### src/rtl/grf_writeback.sv
// 32 x 32-bit MIPS general register file with an optional write-through read path,
// a registered commit-trace record and a commit counter.
module grf_writeback #(
    parameter int BYPASS = 0,
    parameter int CNT_W  = 32
) (
    input  logic             clk,
    input  logic             reset,
    input  logic             WE,
    input  logic [4:0]       A1,
    input  logic [4:0]       A2,
    input  logic [4:0]       A3,
    input  logic [31:0]      WD,
    input  logic [31:0]      PC,
    output logic [31:0]      RD1,
    output logic [31:0]      RD2,
    output logic             wb_valid,
    output logic [31:0]      wb_pc,
    output logic [4:0]       wb_addr,
    output logic [31:0]      wb_data,
    output logic [CNT_W-1:0] wr_count
);

    logic [31:0]      r_regs [32];
    logic             r_wb_valid;
    logic [31:0]      r_wb_pc;
    logic [4:0]       r_wb_addr;
    logic [31:0]      r_wb_data;
    logic [CNT_W-1:0] r_wr_count;
    logic             w_commit;
    logic [31:0]      w_rd1;
    logic [31:0]      w_rd2;

    // $0 targets (including a squashed bnezalc) never commit, and nothing commits under reset.
    assign w_commit = WE && (A3 != 5'd0) && !reset;

    // NOTE: the array is cleared by the async reset so reads return 0 while reset is held;
    // this also keeps it as flops rather than a RAM macro, which could not be reset.
    always_ff @(posedge clk or posedge reset) begin
        if (reset) begin
            for (int i = 0; i < 32; i++) begin
                r_regs[i] <= '0;
            end
        end else if (w_commit) begin
            // NOTE: non-blocking assignment keeps every flop updating from pre-edge values.
            r_regs[A3] <= WD;
        end
    end

    always_ff @(posedge clk or posedge reset) begin
        if (reset) begin
            r_wb_valid <= 1'b0;
            r_wb_pc    <= '0;
            r_wb_addr  <= '0;
            r_wb_data  <= '0;
            r_wr_count <= '0;
        end else begin
            r_wb_valid <= w_commit;
            if (w_commit) begin
                r_wb_pc    <= PC;
                r_wb_addr  <= A3;
                r_wb_data  <= WD;
                r_wr_count <= r_wr_count + 1'b1;
            end
        end
    end

    // NOTE: a default is assigned first so every path drives the output and no latch is inferred.
    always_comb begin
        w_rd1 = r_regs[A1];
        if (A1 == 5'd0) begin
            w_rd1 = '0;
        end else if ((BYPASS != 0) && w_commit && (A1 == A3)) begin
            w_rd1 = WD;
        end
    end

    always_comb begin
        w_rd2 = r_regs[A2];
        if (A2 == 5'd0) begin
            w_rd2 = '0;
        end else if ((BYPASS != 0) && w_commit && (A2 == A3)) begin
            w_rd2 = WD;
        end
    end

    assign RD1      = w_rd1;
    assign RD2      = w_rd2;
    assign wb_valid = r_wb_valid;
    assign wb_pc    = r_wb_pc;
    assign wb_addr  = r_wb_addr;
    assign wb_data  = r_wb_data;
    assign wr_count = r_wr_count;

endmodule

### config.mk
export PLATFORM = sky130hd
export DESIGN_NAME = grf_writeback
export DESIGN_NICKNAME = d
export VERILOG_FILES = /design/src/rtl/grf_writeback.sv
export SDC_FILE = /design/constraint.sdc
export NUM_CORES = 2
export LEC_CHECK = 0
export ABC_AREA = 0
export ABC_CLOCK_PERIOD_IN_PS = 118500
export CORE_MARGIN = 10
export CORE_UTILIZATION = 39
export DETAILED_ROUTE_END_ITERATION = 7
export HOLD_SLACK_MARGIN = 0.15
export PLACE_DENSITY = 0.55
export SLEW_MARGIN = 20
export SYNTH_ARGS = -nofsm -noshare
export SYNTH_HDL_FRONTEND = slang
export SYNTH_SLANG_ARGS = --single-unit
### constraint.sdc
create_clock -name clk -period 118.5 [get_ports clk]
set_clock_uncertainty 0.1 [all_clocks]
set_input_delay 23.7 -clock clk [delete_from_list [all_inputs] [get_ports clk]]
set_output_delay 23.7 -clock clk [all_outputs]
set_load 0.1 [all_outputs]
==> impl_metrics.yaml <==
sta:
  finalMaxSlewViolations: 0
  fin_crit_ns: 53.19
  finalHoldViolCount: 0
  rsz0062_at_grt: "false"
  finalCritPeriodShare_pct: 44.9
  setup_violations: 0
  fin_setup_tns_ns: 0
  fin_ws_ns: 65.31
  whs_ns: 0.289
  fmax_ghz: 0.0188
  slew_headroom_pct: 16.2
  tightest_slew_ns: 1.26
yosys:
  ys_ff_latch: 1126
  synth_cell_types: 42
  synth_compound_area_share_pct: 2.63
  postSynthCellCount: 3802
  synthSimpleGateAreaFrac_pct: 1.70
  synth_top_family_by_area: "multiplexers"
  netlist_area_um2: 58500
  synth_xor_area_share_pct: 0.464
  muxShareOfSynthArea_pct: 43.6
  syn_area_per_cell_um2: 15.4
  ys_warn_count: 0
  synthAdderAreaFrac_pct: 0.0214
  ys_seq_area_share_pct: 48.1
  ys_async_sr_fraction_pct: 100
  syn_nets: 3885
  synth-main-ff-cell: "dfrtp_1"
  synth_edf_count: 0
power:
  switching_share_pct: 29.5
  total_power_mw: 1.12
  p_leak_nw: 29.2
  ir_drop_mv: 0.0101
  power_frac_comb_pct: 20.5
  power.switching_uw: 330
  internal_power_uw: 789
  powerDensity_nw_per_um2: 16.7
  power_frac_seq_pct: 42.1
  clkPwrFrac_pct: 37.4
clock_tree:
  cts_buffers: 135
  cts_tree: "built"
  root_buffer: "clkbuf_16"
  worstSkewPairLatency_ns: 0.78
  clkTransAtPathRegs_ns: 0.05
  htreeDepth: 4
  cts_resized: 0
  clock-sinks: 1126
  ctsHoldBuffers: 0
  clockBufferDepth: 3
  post-cts-setup-buffer-count: 0
cells_and_area:
  design_area_um2: 67000
  final_cells: 5985
  seqCellArea_um2: 28200
  multiInputGateArea_um2: 28600
  drive_above_1_share_pct: 51.6
  fillers: 13300
  syn_to_final_growth_pct: 14.4
  nets: 3943
  postLayoutCoreUtil_pct: 44.8
global_routing:
  antenna_found_initial: 9
  grt_pass1_vias: 37700
  grt_overflow: 0
  grt_usage_pct: 22.8
  grt_max_degree: 171
  grt_pass1_wl_mm: 280
critical_path:
  crit_start: "A2[1]"
  end_kind: "output pin"
  critPathMaxFanout: 49
  crit_arrival_ns: 29.39
  crit_required_ns: 94.70
  rr_startpoint: "wr_count[2]"
  critPathKind: "in2out"
  critPathLaunchType: "primary input"
die:
  start_util_pct: 39.2
  row_count: 142
  die-width_um: 407
  io_pins: 248
  die_height_um: 407
  core_area_um2: 149000
  die-area_um2: 166000
placement:
  dpl_worst_slack_ns: 65.19
  dp_hpwl_mm: 107
  dp_cells: 5739
  gp_congestion: 0.766
  numPortBuffers: 247
  dpl_cell_area_um2: 62500
detailed_routing:
  vias: 36100
  final_antenna_net_count: 0
  drc_errors: 0
  dr.pass1.iters: 5
  dr.first_iter.drc_count: 3090
  wl_per_cell_um: 32.0
  drt-vias-per-instance: 6.04
  drt_wl_total_mm: 192
run:
  maxCapViolCount: 0
worst_hold_path:
  hold_path.class: "reg2reg"
  min_from: "r_regs[1019]"
status:
  status: "complete, no violations"
## logic make-up (layout without fill, tap and decap cells)
logic type	Yosys count	count (layout)
other cells	0	7
compound gates	259	259
flops	1126	1126
simple gates	197	197
fa+ha+maj	1	1
buf+inv	424	584
mux	1764	1764
xor+xnor	31	31
## power groups by stage
stage               sequential, mW  clock (mW)  combinational, mW
global placement             0.475           0              0.229
floorplan                    0.499           0              0.150
detailed placement           0.476           0              0.231
global route                 0.477       0.444              0.243
CTS                          0.470       0.428              0.232
finish                       0.471       0.419              0.229
## placed cells by master, fill, tap and decap left out, types with 17 or more instances in the layout
master and n:
buf_2 19, clkbuf_1 37, mux2_2 1152, buf_4 87, a221oi_1 17, clkdlybuf4s50_1 219, clkbuf_8 26, clkbuf_16 143
mux2_1 19, o21ai_0 53, mux4_2 512, a31oi_1 47, nand2_1 64, nor2_1 31, nor2_4 20, mux2i_1 81
a21oi_1 81, dfrtp_1 1126, xor2_1 18, clkinv_2 17, a22oi_1 47
## worst max-delay path, cell delays in order
cell and delay (ns):
buf_8 0.38, buf_4 0.80, buf_4 0.78, buf_4 0.87
mux4_2 0.38, mux2i_1 0.07, a21oi_1 0.16, o21ai_0 0.22
a31oi_1 0.48, clkdlybuf4s50_1 1.24
## layout make-up
cell class                      count  area share, %
Antenna cell                        7         0.0262
Clock inverter                     33          0.568
Inverter                            7         0.0505
Tap cell                         2016           3.77
Clock buffer                      206           6.09
Multi-Input combinational cell   2252           42.7
Timing Repair Buffer              338           4.71
Sequential cell                  1126           42.1
## layer usage
layer	global-route usage, %	part of all wire, %	vias to the layer above
li1	-	-	14700
met1	32.8	46	20100
met2	34.8	46	1066
met3	4.74	5.9	260
met4	6.35	2.5	6
met5	0	0.021	-
## registers in the layout, indices dropped and copies added, names as in the netlist
name / flops
wb_data: 32
wb_addr: 5
r_regs: 1024
wb_valid: 1
wr_count: 32
wb_pc: 32
## synth_stat cells (2+ instances only)
cell	n	area share, %
and2_1	5	0.053
xnor2_1	13	0.19
and3_1	2	0.021
nand4_4	2	0.073
clkbuf_1	173	1.1
nand3_1	12	0.10
mux2i_1	81	1.4
a22oi_1	47	0.60
nor2_1	43	0.28
inv_1	7	0.045
a21oi_1	81	0.69
nor4_2	4	0.086
nor2b_1	7	0.075
a31oi_1	47	0.50
and4_2	2	0.034
buf_4	64	0.82
or2_2	4	0.043
nor3b_1	3	0.038
nor2_2	8	0.086
nand3b_1	3	0.038
nand2_1	79	0.51
nand4_1	4	0.043
dfrtp_1	1126	48
nor3_1	11	0.094
xor2_1	18	0.27
o21ai_1	13	0.11
o21ai_0	53	0.45
buf_1	53	0.34
mux4_2	512	20
buf_2	126	1.1
mux2_1	19	0.37
mux2_2	1152	22
nand2b_1	3	0.032
a221oi_1	17	0.25
## final timing paths
| path | end | slack [ns] | depth (start not counted) |
|---|---|---|---|
| min reg2reg | r_regs[1019] | 0.29 | 0 |
| max reg2reg | wr_count[28] | 116.37 | 5 |
| min | r_regs[1019] | 0.29 | 0 |
| max | RD2[3] | 65.31 | 10 |
| min in group asynchronous | wb_addr[3] | 23.41 | 2 |
| max in group asynchronous | r_regs[222] | 91.08 | 6 |
(Power assumes the default switching activity.)
